File: src/rtl/branch_pkg.sv
// Shared definitions for the branch resolution slice.
// Contents:
//   OP_*   RV32/RV64 major opcodes for conditional branches, JAL and JALR
//   F3_*   funct3 encodings of the six conditional branches and of JALR
//   state_t flush sequencer state (IDLE, FLUSH)
package branch_pkg;

  localparam logic [6:0] OP_BRANCH = 7'b1100011;
  localparam logic [6:0] OP_JAL    = 7'b1101111;
  localparam logic [6:0] OP_JALR   = 7'b1100111;

  localparam logic [2:0] F3_BEQ    = 3'b000;
  localparam logic [2:0] F3_BNE    = 3'b001;
  localparam logic [2:0] F3_BLT    = 3'b100;
  localparam logic [2:0] F3_BGE    = 3'b101;
  localparam logic [2:0] F3_BLTU   = 3'b110;
  localparam logic [2:0] F3_BGEU   = 3'b111;
  localparam logic [2:0] F3_JALR   = 3'b000;

  typedef enum logic {
    IDLE  = 1'b0,
    FLUSH = 1'b1
  } state_t;

endpackage

File: src/rtl/branch_cmp.sv
// Operand comparator for branch resolution (purely combinational).
// Ports:
//   rs1, rs2  in  XLEN  source operands
//   eq        out 1     rs1 == rs2
//   lt        out 1     rs1 <  rs2, two's-complement signed
//   ltu       out 1     rs1 <  rs2, unsigned
module branch_cmp #(
  parameter int XLEN = 32
) (
  input  logic [XLEN-1:0] rs1,
  input  logic [XLEN-1:0] rs2,
  output logic            eq,
  output logic            lt,
  output logic            ltu
);

  assign eq  = (rs1 == rs2);
  assign lt  = ($signed(rs1) < $signed(rs2));
  assign ltu = (rs1 < rs2);

endmodule

File: src/rtl/branch_resolve_unit.sv
// EX-stage branch/jump resolution: decodes BEQ..BGEU/JAL/JALR, compares operands,
// computes the target, checks against the fetch prediction, registers the result
// (1-cycle latency), sequences a FLUSH_DEPTH-cycle flush on mispredict and keeps
// saturating taken/mispredict statistics.
// Ports:
//   clk, reset_n          clock, asynchronous active-low reset
//   ex_valid, stall       candidate valid; stall freezes outputs and flush countdown
//   op_funct              {funct3, opcode}
//   rs1_val, rs2_val      source operands
//   pc, imm               candidate PC and sign-extended immediate
//   pred_taken            fetch direction prediction
//   br_valid/taken/target registered resolution
//   misaligned            taken target with bit 1 set
//   mispredict            wrong prediction on a resolved, aligned result
//   redirect_pc           correct next PC while mispredict is high
//   flush                 squash younger stages
//   taken_count, mispredict_count  saturating statistics
module branch_resolve_unit
  import branch_pkg::*;
#(
  parameter int XLEN        = 32,
  parameter int FLUSH_DEPTH = 2,
  parameter int CNT_W       = 16
) (
  input  logic             clk,
  input  logic             reset_n,
  input  logic             ex_valid,
  input  logic             stall,
  input  logic [9:0]       op_funct,
  input  logic [XLEN-1:0]  rs1_val,
  input  logic [XLEN-1:0]  rs2_val,
  input  logic [XLEN-1:0]  pc,
  input  logic [XLEN-1:0]  imm,
  input  logic             pred_taken,
  output logic             br_valid,
  output logic             br_taken,
  output logic [XLEN-1:0]  br_target,
  output logic             misaligned,
  output logic             mispredict,
  output logic [XLEN-1:0]  redirect_pc,
  output logic             flush,
  output logic [CNT_W-1:0] taken_count,
  output logic [CNT_W-1:0] mispredict_count
);

  localparam int FC_W = (FLUSH_DEPTH < 1) ? 1 : $clog2(FLUSH_DEPTH + 1);

  logic [2:0]      funct3;
  logic [6:0]      opcode;
  logic            eq, lt, ltu;
  logic [XLEN-1:0] branch_target;
  logic [XLEN-1:0] jalr_sum;
  logic            is_ctrl;
  logic            taken_dec;
  logic [XLEN-1:0] target_dec;
  logic            misalign_dec;
  logic            mispred_dec;
  logic [XLEN-1:0] redirect_dec;
  logic            load;

  logic            valid_reg;
  logic            taken_reg;
  logic [XLEN-1:0] target_reg;
  logic            pred_reg;
  logic [XLEN-1:0] redirect_reg;
  logic            flush_reg;
  state_t          state_reg;
  logic [FC_W-1:0] fcnt_reg;
  logic [CNT_W-1:0] tcnt_reg;
  logic [CNT_W-1:0] mcnt_reg;

  assign funct3 = op_funct[9:7];
  assign opcode = op_funct[6:0];

  branch_cmp #(.XLEN(XLEN)) u_cmp (
    .rs1 (rs1_val),
    .rs2 (rs2_val),
    .eq  (eq),
    .lt  (lt),
    .ltu (ltu)
  );

  assign branch_target = pc + imm;
  assign jalr_sum      = rs1_val + imm;

  always_comb begin
    is_ctrl    = 1'b0;
    taken_dec  = 1'b0;
    target_dec = branch_target;
    case (opcode)
      OP_BRANCH: begin
        is_ctrl = 1'b1;
        case (funct3)
          F3_BEQ:  taken_dec = eq;
          F3_BNE:  taken_dec = ~eq;
          F3_BLT:  taken_dec = lt;
          F3_BGE:  taken_dec = ~lt;
          F3_BLTU: taken_dec = ltu;
          F3_BGEU: taken_dec = ~ltu;
          default: is_ctrl   = 1'b0;
        endcase
      end
      OP_JAL: begin
        is_ctrl   = 1'b1;
        taken_dec = 1'b1;
      end
      OP_JALR: begin
        if (funct3 == F3_JALR) begin
          is_ctrl    = 1'b1;
          taken_dec  = 1'b1;
          target_dec = {jalr_sum[XLEN-1:1], 1'b0};
        end
      end
      default: is_ctrl = 1'b0;
    endcase
  end

  // A misaligned taken target belongs to the trap path, so it never mispredicts.
  assign misalign_dec = taken_dec & target_dec[1];
  assign mispred_dec  = ~misalign_dec & (taken_dec != pred_taken);
  assign redirect_dec = taken_dec ? target_dec : (pc + XLEN'(4));

  // Wrong-path candidates arriving during a flush are dropped here.
  assign load = ex_valid & ~stall & (state_reg == IDLE) & is_ctrl;

  always_ff @(posedge clk or negedge reset_n) begin
    if (!reset_n) begin
      valid_reg    <= 1'b0;
      taken_reg    <= 1'b0;
      target_reg   <= '0;
      pred_reg     <= 1'b0;
      redirect_reg <= '0;
      flush_reg    <= 1'b0;
      state_reg    <= IDLE;
      fcnt_reg     <= '0;
      tcnt_reg     <= '0;
      mcnt_reg     <= '0;
    end else if (!stall) begin
      valid_reg <= load;
      if (load) begin
        taken_reg    <= taken_dec;
        target_reg   <= target_dec;
        pred_reg     <= pred_taken;
        redirect_reg <= redirect_dec;
      end else begin
        taken_reg    <= 1'b0;
      end

      // Counting at load time means a result held by stall is never re-counted.
      if (load && taken_dec && (tcnt_reg != {CNT_W{1'b1}}))
        tcnt_reg <= tcnt_reg + 1'b1;
      if (load && mispred_dec && (mcnt_reg != {CNT_W{1'b1}}))
        mcnt_reg <= mcnt_reg + 1'b1;

      case (state_reg)
        IDLE: begin
          if (load && mispred_dec) begin
            state_reg <= FLUSH;
            fcnt_reg  <= FC_W'(FLUSH_DEPTH);
            flush_reg <= 1'b1;
          end
        end
        FLUSH: begin
          if (fcnt_reg <= FC_W'(1)) begin
            state_reg <= IDLE;
            fcnt_reg  <= '0;
            flush_reg <= 1'b0;
          end else begin
            fcnt_reg  <= fcnt_reg - 1'b1;
          end
        end
        default: state_reg <= IDLE;
      endcase
    end
  end

  assign br_valid         = valid_reg;
  assign br_taken         = taken_reg;
  assign br_target        = target_reg;
  assign misaligned       = taken_reg & target_reg[1];
  assign mispredict       = valid_reg & ~misaligned & (taken_reg != pred_reg);
  assign redirect_pc      = redirect_reg;
  assign flush            = flush_reg;
  assign taken_count      = tcnt_reg;
  assign mispredict_count = mcnt_reg;

endmodule
File: config.mk
export PLATFORM = sky130hd
export DESIGN_NAME = branch_resolve_unit
export DESIGN_NICKNAME = d
export VERILOG_FILES = /design/src/rtl/branch_pkg.sv /design/src/rtl/branch_cmp.sv /design/src/rtl/branch_resolve_unit.sv
export SDC_FILE = /design/constraint.sdc
export NUM_CORES = 1
export LEC_CHECK = 0
export ABC_AREA = 1
export CAP_MARGIN = 10
export CORE_ASPECT_RATIO = 0.8
export CORE_UTILIZATION = 47
export DETAILED_ROUTE_END_ITERATION = 16
export PLACE_DENSITY_LB_ADDON = 0.3
export SETUP_SLACK_MARGIN = 0.3
export SYNTH_ARGS = -nofsm -noshare
export SYNTH_HDL_FRONTEND = slang
export SYNTH_SLANG_ARGS = --single-unit
File: constraint.sdc
create_clock -name clk -period 1.6 [get_ports clk]
set_clock_uncertainty 0.1 [all_clocks]
set_input_delay 0.32 -clock clk [delete_from_list [all_inputs] [get_ports clk]]
set_output_delay 0.32 -clock clk [all_outputs]
set_load 0.02 [all_outputs]
==> impl_metrics.toml, run 1 <==
[yosys]
netlist_area_um2 = 10200
ys_seq_elements = 103
synth.net_count = 1752
postSynth.asyncResetShare = 1.00
synthFlopType = "sky130_fd_sc_hd__dfrtp_1"
yosys.cell_types.count = 57
synth_cells = 1511
synth_seq_area_share = 0.252
synth_warn = 0
syn_avg_cell_area_um2 = 6.77
synth_edf_count = 0

[sta]
globalroute.repair_timing.worst_endpoint = "mispredict_count[7]$_DFFE_PN0P_/D"
worst_path_end_type = "sequential cell input"

[placement]
place.detailed.hpwl_um = 33400
preCtsSetupSlack_ns = -1.76
finalWeightedCongestion = 0.945
placement.io_buffers = 243

[die]
ioPinCount = 244
floorplan.rows = 47
initial_core_util = 0.487
dieHeight_um = 134
die_span_x_um = 167

[grt]
grt_max_degree = 39
grt.total_usage = 1.03
grt_overflow = 2464

[run_status]
failed_stage = "global routing"
error = "[ERROR GRT-0232] Routing congestion too high. Check the congestion heatmap in the GUI."
outcome = "aborted with a tool error"

[clock_tree]
max-clock-path-buffers = 2
htree_levels = 3
clock_sink_count = 103
clockRootBuffer = "sky130_fd_sc_hd__clkbuf_16"
tritoncts.num_buffers = 9
per-layer routing:
metal / GRT usage / GRT overflow
met1: 0.892 / 29
met2: 1.43 / 1933
met3: 0.732 / 11
met4: 1.20 / 491
met5: 0.250 / 0
per-stage QoR:
step / instances / utilization / TNS (ns) / area (um^2)
after floorplan: 1511 / - / -48.04 / 11200
after global placement: 2379 / 0.797 / -142.95 / 16700
after detailed placement: 2379 / 0.797 / -150.61 / 16700
after CTS: 2493 / 0.933 / -65.70 / 19600
Yosys cell counts (10+ instances only):
library cell | instances | area, um^2
sky130_fd_sc_hd__nand2_1 | 363 | 1360
sky130_fd_sc_hd__dfrtp_1 | 103 | 2580
sky130_fd_sc_hd__nor3_1 | 32 | 160
sky130_fd_sc_hd__ha_1 | 96 | 1200
sky130_fd_sc_hd__xnor2_1 | 16 | 140
sky130_fd_sc_hd__o21ai_0 | 100 | 500
sky130_fd_sc_hd__nand4_1 | 32 | 200
sky130_fd_sc_hd__xor2_1 | 49 | 429
sky130_fd_sc_hd__a31oi_1 | 13 | 81.3
sky130_fd_sc_hd__inv_1 | 181 | 679
sky130_fd_sc_hd__nand3_1 | 90 | 450
sky130_fd_sc_hd__o211ai_1 | 21 | 158
sky130_fd_sc_hd__nor2_1 | 120 | 450
sky130_fd_sc_hd__clkbuf_1 | 15 | 56.3
sky130_fd_sc_hd__a21oi_1 | 121 | 606
sky130_fd_sc_hd__o21ai_1 | 24 | 120
sky130_fd_sc_hd__a21o_1 | 10 | 75.1
kinds of logic after synthesis:
logic type | synth area share
xor gates and xnor gates | 0.0557
AOI/OAI and AO/OA | 0.183
muxes | 0.000979
adders and majority gates | 0.121
buffers and inverters | 0.0839
and+or+nand+nor | 0.303
DFF | 0.252
repair_timing:
| action | 4_1_cts |
|---|---|
| pin swaps | 236 |
| gates cloned | 11 |
| hold buffers | 1 |
| hold endpoints to repair | 22 |
| setup buffers | 86 |
| resized for setup | 1478 |
| endpoints found under the setup margin | 204 |
==> inputs of run 2 (changes only) <==
Settings changed: CORE_ASPECT_RATIO 0.8 to default, CORE_UTILIZATION 47 to 40, PLACE_DENSITY_LB_ADDON 0.3 to 0.15, SETUP_SLACK_MARGIN 0.3 to default.
Clock period 1.6 ns to 2.1 ns, I/O delays scaled along.
==> run 2 against run 1 <==
  * The flow now finishes, with violations (setup timing)
  * Area after synthesis unchanged
  * Synthesized cell count unchanged
==> impl_metrics.toml, run 2 <==
[run_status]
outcome = "finished with violations"
violations = "setup timing"

[grt]
grt_pass1_wl_um = 67000
grt_overflow = 0
vias_in_the_first_global_route = 13400
antenna_violations_before_repair = 1
grt_max_degree = 52
grt.total_usage = 0.319

[yosys]
synth_edf_count = 0
postSynth.asyncResetShare = 1.00
synth_warn = 0
synth.net_count = 1752
synth_seq_area_share = 0.252
netlist_area_um2 = 10200
synthFlopType = "sky130_fd_sc_hd__dfrtp_1"
yosysTopAreaCell = "sky130_fd_sc_hd__dfrtp_1"
netlist_top_cells_area = "sky130_fd_sc_hd__dfrtp_1, sky130_fd_sc_hd__nand2_1, sky130_fd_sc_hd__ha_1"
synth_cells = 1511
yosys.cell_types.count = 57
ys_seq_elements = 103
syn_avg_cell_area_um2 = 6.77
netlist_top_cells_count = "sky130_fd_sc_hd__nand2_1, sky130_fd_sc_hd__inv_1, sky130_fd_sc_hd__a21oi_1"
yosys.area.top_type_share = 0.252
most_frequent_cell_after_synthesis = "sky130_fd_sc_hd__nand2_1"

[layout]
number_of_cells_in_the_finished_layout_apart_from_fillers = 2502
syn_to_final_growth_pct = 94.1
final_layout_size_suffix_gt1_frac = 0.503
most_frequent_standard_cell_in_the_layout_excluding_fill_and_tap_cells = "sky130_fd_sc_hd__buf_4"
fin_nets = 2407
final_cell_mix = "sky130_fd_sc_hd__buf_4, sky130_fd_sc_hd__nand2_1, sky130_fd_sc_hd__inv_1"
postLayoutCellArea_um2 = 19900

[sta]
final.setup.worst_slack_ns = -0.484
final_hold_vio_count = 0
maxSlewHeadroom = 0.605
final_max_slew_viol_count = 0
max_freq_mhz = 387
rsz0062_at_grt = "yes"
setup_viol = 95
layout_min_cycle_time_ns = 2.58
worst_tran_pin_value_ns = 0.587
min_period_over_period = 1.23

[die]
floorplan.rows = 58
initial_core_util = 0.407
placeableCoreArea_um2 = 25100
area_of_the_die_um2 = 26200
dieHeight_um = 162
ioPinCount = 244
die_span_x_um = 162

[routing]
drcViolationCount = 0
wl_met1_um = 18500
firstDrtPassIters = 6
detailroute.wirelength.met3_um = 2760
detail_route.vias_per_cell = 5.55
highest_routed_metal_layer = "met4"
num_vias = 13900
detail-route-antenna-nets = 0
drt-wirelength-per-cell_um = 18.6
route.met2.wl_um = 22800
totalWireLength_um = 46400
drt-initial-drc-count = 936

[worst_setup_path]
worst_path_depth = 23
worstSetupStartpointType = "input port"
cp.arrival_ns = 2.75
cpMaxStageDelayCell = "sky130_fd_sc_hd__a21oi_4"
timing.reg2reg.worst_path_depth = 8
crit_path_max_fanout = 6
crit_path_cell_trace = "buf_2 -> inv_2 -> ha_4 -> nand2_2 -> nand2_1 -> nand2_1 -> nand2_1 -> nand2_1 -> nand2_2 -> a21oi_4 -> nand3_1 -> nand3_1 -> nand2_2 -> inv_4 -> nand2_8 -> nand2_8 -> clkinv_8 -> nand2_8 -> clkinv_8 -> nand2_8 -> buf_12 -> nand2_2 -> o21ai_1"
criticalPathCategory = "input port to flip-flop"
crit_path_end_kind = "flip-flop"
cp_num_buf_inv = 6
crit_path_max_incr_delay_ns = 0.26
crit_required_ns = 2.27
critical-path-top-delay-family = "simple AND/OR/NAND/NOR gates"

[clock_tree]
tritoncts.num_buffers = 9
clockRootBuffer = "sky130_fd_sc_hd__clkbuf_16"
clock_tree_from_tritoncts = "yes"
max-clock-path-buffers = 2
clk_latency_ns = 0.35
htree_levels = 3
clock_sink_count = 103
clk_pin_slew_ns = 0.08

[placement]
placed_area_um2 = 16000
dp_cells = 2382
placement.io_buffers = 243
place.detailed.hpwl_um = 30600
finalWeightedCongestion = 1.00

[worst_hold_path]
path_type_of_the_worst_min_delay_path = "input port to flip-flop"
hold_path_depth = 4

[pwr]
p_leak_nw = 8.99
power_density_cells_nw_per_um2 = 413
ir_drop_uv = 475

[job]
drv_cap = 0
[run 2: cell counts after synthesis]
No cell type changed its count.
[run 2: final timing paths]
kind,startpoint,endpoint,slack [ns]
worst max-delay path,rs2_val[17],taken_count[13],-0.48
worst min-delay path,pc[0],redirect_pc[0],0.33
worst max register to register,taken_count[1],taken_count[13],-0.17
worst min register to register,br_target[13],br_target[13],0.39
max in group asynchronous,reset_n,redirect_pc[24],0.93
min in group asynchronous,reset_n,mispredict_count[8],0.40
[run 2: final cells by class]
class | instances | area, um^2
Multi-Input combinational cell | 1192 | 9960
Timing Repair Buffer | 667 | 5780
Fill cell | 1628 | 5260
Sequential cell | 103 | 2580
Inverter | 190 | 783
Tap cell | 330 | 413
Clock buffer | 9 | 225
Clock inverter | 7 | 80.1
Timing Repair inverter | 3 | 31.3
Antenna cell | 1 | 2.50
[run 2: per-stage QoR]
step / setup slack [ns] / hold slack, ns / util / total power [mW] / setup TNS (ns)
after floorplan: -0.283 / 0.0244 / - / 3.64 / -11.58
after global placement: -1.11 / 0.224 / 0.639 / 5.21 / -96.01
after detailed placement: -1.16 / 0.221 / 0.639 / 5.26 / -99.71
after CTS: -0.279 / 0.288 / 0.752 / 7.68 / -14.17
after global routing: -0.523 / 0.345 / 0.791 / 8.55 / -36.83
final: -0.484 / 0.333 / 0.791 / 8.21 / -31.59
[run 2: what timing repair did]
action / CTS / global route
gates cloned: 7 / 2
endpoints found under the setup margin: 100 / 103
resized for setup: 950 / 219
pin swaps: 288 / 147
buffers inserted: 80 / 28
hold buffers: 1 / 0
hold endpoints to repair: 18 / 0
[run 2: where the power goes]
group / leakage, nW / internal, mW / switching, mW
clock: 0.148 / 0.944 / 0.819
sequential: 1.37 / 2.10 / 0.0963
combinational: 7.48 / 2.05 / 2.20
total: 8.99 / 5.09 / 3.11
[run 2: worst min-delay path: stages]
cell	delay (ns)
sky130_fd_sc_hd__buf_8	0.08
sky130_fd_sc_hd__buf_4	0.11
sky130_fd_sc_hd__nand2_2	0.05
sky130_fd_sc_hd__o211ai_1	0.08
[run 2: routing by layer]
layer  up-vias  global-route usage
met5         -                   0
met4         0               0.104
met3       192              0.0273
met2       652               0.571
met1      6610               0.403
li1       6430                   -
[run 2: logic make-up (layout without fill, tap and decap cells)]
logic type	after synthesis	count (layout)	share of synthesized area
AO/OA/AOI/OAI	330	330	0.183
XOR/XNOR	65	65	0.0557
adder cells (fa/ha/maj)	98	98	0.121
buffers and inverters	217	876	0.0839
flip-flops	103	103	0.252
multiplexers	1	1	0.000979
other	0	1	0
AND/OR/NAND/NOR	697	698	0.303
Note: power is estimated with default switching activity, not from simulation.
